<file path="src/rtl/modbus_rsp_tx_ctrl.sv">
// Modbus RTU read-response sequencer: starts tx_crc, shares DPRAM port B with it,
// then streams address, function, byte count, register words and CRC to the UART.
module modbus_rsp_tx_ctrl #(
   parameter logic [7:0]  SADDR   = 8'h01,
   parameter logic [7:0]  MAX_QTY = 8'd125,
   parameter int unsigned A_WIDTH = 8
) (
   input  logic               clk_in,
   input  logic               rst_n_in,
   input  logic               rsp_start,
   input  logic [7:0]         func_code,
   input  logic [7:0]         quantity,
   output logic               crc_start,
   input  logic [A_WIDTH-1:0] crc_addr,
   input  logic [15:0]        crc_calc,
   input  logic               crc_done,
   output logic [A_WIDTH-1:0] ram_addr,
   input  logic [15:0]        ram_data,
   output logic [7:0]         tx_byte,
   output logic               tx_valid,
   input  logic               tx_ready,
   output logic               busy,
   output logic               rsp_done,
   output logic               rsp_err
);

   typedef enum logic [3:0] {
      S_IDLE,
      S_CRC_REQ,
      S_CRC_WAIT,
      S_HDR0,
      S_HDR1,
      S_HDR2,
      S_RD,
      S_DHI,
      S_DLO,
      S_CLO,
      S_CHI,
      S_DONE
   } state_t;

   state_t      state_reg, state_next;
   logic [7:0]  func_reg, func_next;
   logic [7:0]  qty_reg, qty_next;
   logic [15:0] crc_reg, crc_next;
   logic [15:0] word_reg, word_next;
   logic [7:0]  rd_idx_reg, rd_idx_next;
   logic        rd_wait_reg, rd_wait_next;
   logic        rsp_err_reg, rsp_err_next;
   logic        qty_legal;

   assign qty_legal = (quantity != 8'd0) && (quantity <= MAX_QTY);
   assign rsp_err   = rsp_err_reg;

   always_ff @(posedge clk_in) begin
      if (!rst_n_in) begin
         state_reg   <= S_IDLE;
         func_reg    <= 8'd0;
         qty_reg     <= 8'd0;
         crc_reg     <= 16'd0;
         word_reg    <= 16'd0;
         rd_idx_reg  <= 8'd0;
         rd_wait_reg <= 1'b0;
         rsp_err_reg <= 1'b0;
      end else begin
         state_reg   <= state_next;
         func_reg    <= func_next;
         qty_reg     <= qty_next;
         crc_reg     <= crc_next;
         word_reg    <= word_next;
         rd_idx_reg  <= rd_idx_next;
         rd_wait_reg <= rd_wait_next;
         rsp_err_reg <= rsp_err_next;
      end
   end

   always_comb begin
      state_next   = state_reg;
      func_next    = func_reg;
      qty_next     = qty_reg;
      crc_next     = crc_reg;
      word_next    = word_reg;
      rd_idx_next  = rd_idx_reg;
      rd_wait_next = rd_wait_reg;
      rsp_err_next = 1'b0;
      crc_start    = 1'b0;
      tx_valid     = 1'b0;
      tx_byte      = 8'd0;
      busy         = 1'b1;
      rsp_done     = 1'b0;
      // Port B belongs to tx_crc only while its CRC pass is running.
      ram_addr     = A_WIDTH'(rd_idx_reg);

      case (state_reg)
         S_IDLE: begin
            busy = 1'b0;
            if (rsp_start) begin
               if (qty_legal) begin
                  func_next    = func_code;
                  qty_next     = quantity;
                  rd_idx_next  = 8'd0;
                  rd_wait_next = 1'b0;
                  state_next   = S_CRC_REQ;
               end else begin
                  rsp_err_next = 1'b1;
               end
            end
         end
         S_CRC_REQ: begin
            crc_start  = 1'b1;
            ram_addr   = crc_addr;
            state_next = S_CRC_WAIT;
         end
         S_CRC_WAIT: begin
            ram_addr = crc_addr;
            if (crc_done) begin
               crc_next   = crc_calc;
               state_next = S_HDR0;
            end
         end
         S_HDR0: begin
            tx_valid = 1'b1;
            tx_byte  = SADDR;
            if (tx_ready) state_next = S_HDR1;
         end
         S_HDR1: begin
            tx_valid = 1'b1;
            tx_byte  = func_reg;
            if (tx_ready) state_next = S_HDR2;
         end
         S_HDR2: begin
            tx_valid = 1'b1;
            tx_byte  = {qty_reg[6:0], 1'b0};
            if (tx_ready) begin
               rd_wait_next = 1'b0;
               state_next   = S_RD;
            end
         end
         S_RD: begin
            // First cycle presents the address; the word is valid on the second.
            if (!rd_wait_reg) begin
               rd_wait_next = 1'b1;
            end else begin
               word_next    = ram_data;
               rd_wait_next = 1'b0;
               state_next   = S_DHI;
            end
         end
         S_DHI: begin
            tx_valid = 1'b1;
            tx_byte  = word_reg[15:8];
            if (tx_ready) state_next = S_DLO;
         end
         S_DLO: begin
            tx_valid = 1'b1;
            tx_byte  = word_reg[7:0];
            if (tx_ready) begin
               if (rd_idx_reg + 8'd1 == qty_reg) begin
                  state_next = S_CLO;
               end else begin
                  rd_idx_next = rd_idx_reg + 8'd1;
                  state_next  = S_RD;
               end
            end
         end
         S_CLO: begin
            tx_valid = 1'b1;
            tx_byte  = crc_reg[7:0];
            if (tx_ready) state_next = S_CHI;
         end
         S_CHI: begin
            tx_valid = 1'b1;
            tx_byte  = crc_reg[15:8];
            if (tx_ready) state_next = S_DONE;
         end
         S_DONE: begin
            busy       = 1'b0;
            rsp_done   = 1'b1;
            state_next = S_IDLE;
         end
         default: begin
            busy       = 1'b0;
            state_next = S_IDLE;
         end
      endcase
   end

endmodule

</file>
<file path="config.mk">
export PLATFORM = sky130hd
export DESIGN_NAME = modbus_rsp_tx_ctrl
export DESIGN_NICKNAME = d
export VERILOG_FILES = /design/src/rtl/modbus_rsp_tx_ctrl.sv
export SDC_FILE = /design/constraint.sdc
export NUM_CORES = 1
export LEC_CHECK = 0
export CORE_UTILIZATION = 30
export CTS_CLUSTER_DIAMETER = 200
export CTS_CLUSTER_SIZE = 24
export DETAILED_ROUTE_END_ITERATION = 8
export GPL_ROUTABILITY_DRIVEN = 0
export REMOVE_ABC_BUFFERS = 1
export SYNTH_ARGS = -nofsm -noshare
export SYNTH_HDL_FRONTEND = slang
export SYNTH_SLANG_ARGS = --single-unit
</file>
<file path="constraint.sdc">
create_clock -name clk_in -period 4.4 [get_ports clk_in]
set_input_delay 0.44 -clock clk_in [delete_from_list [all_inputs] [get_ports clk_in]]
set_output_delay 0.44 -clock clk_in [all_outputs]
set_load 0.03 [all_outputs]
</file>
* Word level (Yosys, flattened, before mapping)
Cells that the tools add are included.
W data, S select, Z words.
** Storage, ports and cells
- Flip-flop bits (word level) :: 62
- Bits in latches :: 0
- Bits in writable memories :: 0
- Memory bits (read-only) :: 0
- Bits of input ports :: 61
- Output and inout port bits :: 21
- Word-level logic and storage cells :: 79
- Memories kept :: 0
** Cells by class
- Add/subtract/negate cells :: 1
- $mul :: 0
- Div/mod/pow operators :: 0
- $lt $le $gt $ge :: 1
- Eq/ne operators :: 24
- Shift-type cells :: 0
- Multiplexer cells :: 30
- Bitwise operators :: 0
- Reduce and logical (&&, ||, !) cells :: 15
** Operator list (count)
- $pmux W8 S7 :: 1
- $mux W4 :: 12
- $pmux W4 S11 :: 1
- $mux W8 :: 5
- $ne A2 B2 Y1 const B :: 12
- $eq A4 B3 Y1 const B :: 4
- $eq A4 B4 Y1 const B :: 4
- $pmux W8 S2 :: 1
- $reduce_and A11 Y1 :: 1
- $reduce_or A10 Y1 :: 1
- $mux W1 :: 9
- $add A8 B1 Y8 const B :: 1
- $eq A4 B2 Y1 const B :: 2
- $eq A8 B8 Y1 :: 1
- $le A8 B7 Y1 const B :: 1
- $reduce_bool A8 Y1 :: 1
- $reduce_or A7 Y1 :: 1
- $reduce_and A3 Y1 :: 2
- $reduce_and A5 Y1 :: 1
- $eq A4 B1 Y1 const B :: 1
- $logic_not A4 Y1 :: 1
- $reduce_and A2 Y1 :: 2
- $reduce_and A4 Y1 :: 1
- $pmux W1 S3 :: 1
- 4 further kinds :: 4

* Longest topological paths before layout
- Word-level depth :: 5
- Gate-level depth with buffers :: 9
- Gate-level depth less buffers :: 7

* Worst setup path after synthesis
Ideal clock, no wire load.
- Kind :: flip-flop to output port
- From :: reg state_reg[0]
- To :: out tx_byte[2]
- Arrival :: 2.071 ns
- Data required time :: 3.960 ns
- Slack :: 1.889 ns
- Cell stages (with the launch flop) :: 7
- Buffers on the path :: 2
- Cell sequence :: dfxtp_1 -> clkbuf_1 -> buf_1 -> mux2i_1 -> nor2_1 -> a21oi_1 -> o21ai_0
** On the way
- Cells in the longest elaborated chain, start to end :: 2
- Elaborated cells on any way between the ends :: 8
- Classes of those cells :: 7 x eq/ne; 1 x mux
** Ends and longest elaborated chain
- start, declared :: RTL line 42 : state_t state_reg, state_next;
- start signal, assigned :: RTL line 66 : state_reg <= state_next;
- $eq A4 B4 Y1, or another cell as far along :: RTL line 94 : case (state_reg)
- $pmux W8 S7 * :: RTL line 94
- end, declared :: RTL line 19 : output logic [7:0] tx_byte,
Mark *: on every way between the ends. The rest lies on a longest branch, timed or not.

* Worst setup path after layout
- From :: reg state_reg[1]
- To :: out ram_addr[1]
** On the way
- Cells in the longest elaborated chain, start to end :: 3
- Elaborated cells on any way between the ends :: 4
- Classes of those cells :: 2 x eq/ne; 1 x mux; 1 x reduce/logical
** Ends and longest elaborated chain
- $eq A4 B2 Y1 or $eq A4 B1 Y1 (tied branches) :: RTL line 94
- $reduce_or A2 Y1 (no source line) *
- $mux W8 * :: RTL line 94
- end, declared :: RTL line 17 : output logic [A_WIDTH-1:0] ram_addr,
Marks and branches as above.

==> results by stage <==
Layout:
- The number of nets in the layout is 575.
- Cells with a size suffix above 1 make up 6.95% of the layout.
- Summing all multi-input logic gate instances after layout gives around 0.0021 sq mm.
- The sequential cells in the finished layout cover a total of ~0.0012 sq mm.
- The filler cells instantiated in the layout total 1,143.
- The number of antenna diodes is 0.
- Relative to the synthesized area, the layout overhead comes to 33.5%.
- Once layout is complete, the cells apart from fillers number 661.
- Once layout is complete, the utilization of the core stands at 41.0%.

Placed design:
- The count of buffers from port buffering is 81.
- The total half-perimeter wirelength after legalization and detailed placement is 7260 um.
- The number of placed instances, taps included, is 645.

Floorplan:
- The floorplan row count is 39.
- The total die area is 0.0121 sq mm.
- Pin placement for this block handled 82 I/O pins.
- The floorplan die height is 110 um.
- The width of the die is 110 um.
- The initial cell density of the core is 30.7%.
- The region available for standard cell placement spans 0.0114 sq mm.

Yosys:
- For this run, the number of Yosys warnings is 0.
- The netlist uses 56 different library cells.
- In the synthesized netlist the async set-or-reset flop fraction comes to 0%.
- The number of synthesized register bits is 62.
- The fraction of post-synthesis cell area in the top cell type by area is 35.5%.
- For this run, the leading register cell type out of synthesis is sky130_fd_sc_hd__dfxtp_1.
- The part of the Yosys area used for sequential elements is 35.5%.
- sky130_fd_sc_hd__dfxtp_1 takes more of the synthesized area than any other cell.
- The number of enable-type register cells in the synthesized netlist is 0.
- The cell count after synthesis is 453.
- The netlist area before placement is roughly 0.0035 sq mm.
- After synthesis, the mean cell area works out to 7.72 sq um.
- In the post-synthesis netlist, the biggest area contributors are sky130_fd_sc_hd__dfxtp_1, sky130_fd_sc_hd__nand2_1, sky130_fd_sc_hd__a21oi_1.

STA:
- Setup repair after global routing left no endpoint under its margin.
- The maximum clock frequency is 266 MHz.
- The final worst-path cycle share is between 80% and 90%.
- The worst pin sits at a relative slew slack of about 30%.
- The worst setup skew after layout is around 0.0049 ns.
- The transition time of the tightest slew-check pin is around 1.1 ns.
- In the final timing run, aggregate negative setup slack is 0 ns.
- The max-slew violation total from the final report is 0.
- The final critical path time including I/O delays and setup is 3.76 ns.
- The number of hold-slack violations in the final timing report is 0.
- The count of endpoints failing setup in the final report is 0.
- The worst hold margin is 0.457 ns.

Clocking:
- The H-tree was split into 3 levels.
- The number of buffers between clock root and the deepest sink is 2.
- The hold-fix buffer count after cts is 0.
- CTS saw 62 sinks.
- The post-cts resize count is 0.
- The CTS tree is built.
- Counting the buffers created by CTS gives 9.
- For the worst-skew pair, the clock arrives at the later sink with an insertion delay of 0.33 ns.
- The clock root buffer is sky130_fd_sc_hd__clkbuf_16.
- The clock input transition at the sequential cells of the worst setup and hold paths is 0.05 ns.
- The number of setup buffers added after CTS is 0.

Job:
- The reported max-cap violation count is 0.

Detailed routing:
- The detailed router placed 3,484 vias in this run.
- The detail route stage leaves a number of antenna-violating nets equal to 0.
- For this run, design rule violations remaining after detail routing come to 0.
- The number of iterations in the first detailed-routing pass is 5.
- The number of vias per cell after detailed routing is 5.27.
- After the first detailed-routing iteration, the DRC count stood at 175.
- The final wirelength is a little over 10,000 um.
- The post-detailed-route wirelength per cell is 15.3 um.

Power and ir drop:
- Summed over all cells, the static leakage comes to 1.66 nW.
- Summing internal, switching and leakage power gives around 1.8 mW.
- The worst ir drop on vdd is around 0.18 mV.
- For this design the ratio of total power to cell area is 382 mW/mm^2.

Status:
- The run finished with clean final reports.

Worst setup path:
- The highest fanout seen on the critical path is 27.
- The worst setup path is of the reg -> out kind.
- The capturing element type of the critical path is an output pin.
- The endpoint required time on the critical path is 3.96 ns.
- The startpoint of the worst register-to-register path is state_reg[1]$_SDFFE_PN0P_.
- The slack of the worst reg-to-reg path is 1.31 ns.
- The most critical setup path has its startpoint at state_reg[1]$_SDFFE_PN0P_.
- Data arrives at the worst endpoint at 3.32 ns.
- The type of element launching the critical path is a register.
- The worst register-to-register path ends at rd_idx_reg[0]$_SDFFE_PN0P_.
- Counting cells, the worst reg-to-reg path comes to 6.

Global route:
- The global routing stage identified its most utilized layer as met2.
- The pin count of the biggest net entering global routing is 61.
- The fraction of met1 tracks used by global routing is between 20% and 30%.
- The global-route wire length before repair is 15,900 um.
- The total global-route track usage is approximately 17%.
- The met2 capacity usage during global routing is 29.0%.
- The initial antenna violation count came to 0.
- The total overflow left after global routing is 0.
- The via count of the first global-routing pass came to 3,238.
- For this run, global-route usage on met3 was measured as 3.50%.

Min path:
- The number of cells on the worst hold path is 2.
- The worst hold path startpoint is crc_reg[15]$_SDFFE_PN0P_.
- The path class of the lowest-slack min-delay path is reg -> reg.
- The worst hold path terminates at crc_reg[15]$_SDFFE_PN0P_.
worst max-delay path by stage:
stage	to	slack [ns]	depth (start not counted)
after global routing	ram_addr[7]	0.38	5
after CTS	ram_addr[1]	0.62	5
final	ram_addr[1]	0.64	5
after detailed placement	ram_addr[1]	0.98	5
after global placement	ram_addr[2]	1.07	5
after floorplan	ram_addr[0]	1.82	3
synth_stat cells, types with 4 or more instances:
master / n
sky130_fd_sc_hd__nor4_1: 4
sky130_fd_sc_hd__nand2_1: 84
sky130_fd_sc_hd__or3_1: 4
sky130_fd_sc_hd__clkbuf_1: 25
sky130_fd_sc_hd__xnor2_1: 5
sky130_fd_sc_hd__dfxtp_1: 62
sky130_fd_sc_hd__mux2i_1: 25
sky130_fd_sc_hd__xor2_1: 4
sky130_fd_sc_hd__nor3_1: 10
sky130_fd_sc_hd__or4_1: 7
sky130_fd_sc_hd__a22oi_1: 4
sky130_fd_sc_hd__a31oi_1: 10
sky130_fd_sc_hd__and3_1: 8
sky130_fd_sc_hd__a21oi_1: 51
sky130_fd_sc_hd__nor2_1: 35
sky130_fd_sc_hd__a21o_1: 4
sky130_fd_sc_hd__and2_1: 5
sky130_fd_sc_hd__nand4_1: 5
sky130_fd_sc_hd__o22ai_1: 4
sky130_fd_sc_hd__nand2b_1: 7
sky130_fd_sc_hd__nand3_1: 10
sky130_fd_sc_hd__o21ai_0: 13
sky130_fd_sc_hd__mux2_2: 8
sky130_fd_sc_hd__buf_2: 6
sky130_fd_sc_hd__nor2b_1: 7
area by class of cell:
class	count	area share (%)
clock buffer	9	4.83
tap	143	3.83
clock inverter	7	1.61
multi-input combinational	352	44.9
timing repair buffer	84	17.9
sequential	62	26.6
inverter	4	0.322
per-layer routing:
metal,vias up,part of all wire (%)
li1,1748,-
met1,1620,44
met2,100,49
met3,16,4.5
met4,0,1.9
met5,-,0
worst max-delay path, stage by stage, from the launching register on:
cell and delay, ns:
sky130_fd_sc_hd__dfxtp_1 0.97, sky130_fd_sc_hd__inv_1 0.28, sky130_fd_sc_hd__nor2_1 0.40, sky130_fd_sc_hd__o21ai_1 0.34, sky130_fd_sc_hd__mux2_2 0.32, sky130_fd_sc_hd__clkdlybuf4s50_1 0.67
where the power goes:
| group | switching (mW) | internal (mW) |
|---|---|---|
| Sequential | 0.0332 | 0.586 |
| Combinational | 0.254 | 0.211 |
| Clock | 0.263 | 0.438 |
per-stage QoR:
stage               area (sq um)  setup slack, ns
global route                4670            0.382
CTS                         4670            0.620
detailed placement          4370            0.976
floorplan                   3350             1.82
global placement            4370             1.07
finish                      4670            0.638
cell families (layout without fill, tap and decap cells):
group | after synthesis | after routing | share of synthesized area [%]
XOR/XNOR | 9 | 9 | 2.25
buffers and inverters | 39 | 104 | 4.51
AND/OR/NAND/NOR | 200 | 200 | 28.5
multiplexers | 33 | 33 | 9.74
flip-flops | 62 | 62 | 35.5
adder cells (fa/ha/maj) | 1 | 1 | 0.358
AO/OA/AOI/OAI | 109 | 109 | 19.1
cell usage in the layout (no fill, tap or decap), types with 8 or more instances in the layout:
cell type,instances
sky130_fd_sc_hd__nor3_1,10
sky130_fd_sc_hd__and3_1,8
sky130_fd_sc_hd__clkbuf_16,9
sky130_fd_sc_hd__nor2_1,35
sky130_fd_sc_hd__mux2_2,8
sky130_fd_sc_hd__dfxtp_1,62
sky130_fd_sc_hd__nand3_1,10
sky130_fd_sc_hd__clkdlybuf4s50_1,81
sky130_fd_sc_hd__a21oi_1,51
sky130_fd_sc_hd__nand2_1,84
sky130_fd_sc_hd__a31oi_1,10
sky130_fd_sc_hd__o21ai_0,13
sky130_fd_sc_hd__mux2i_1,25
Note: power is estimated with default switching activity, not from simulation.
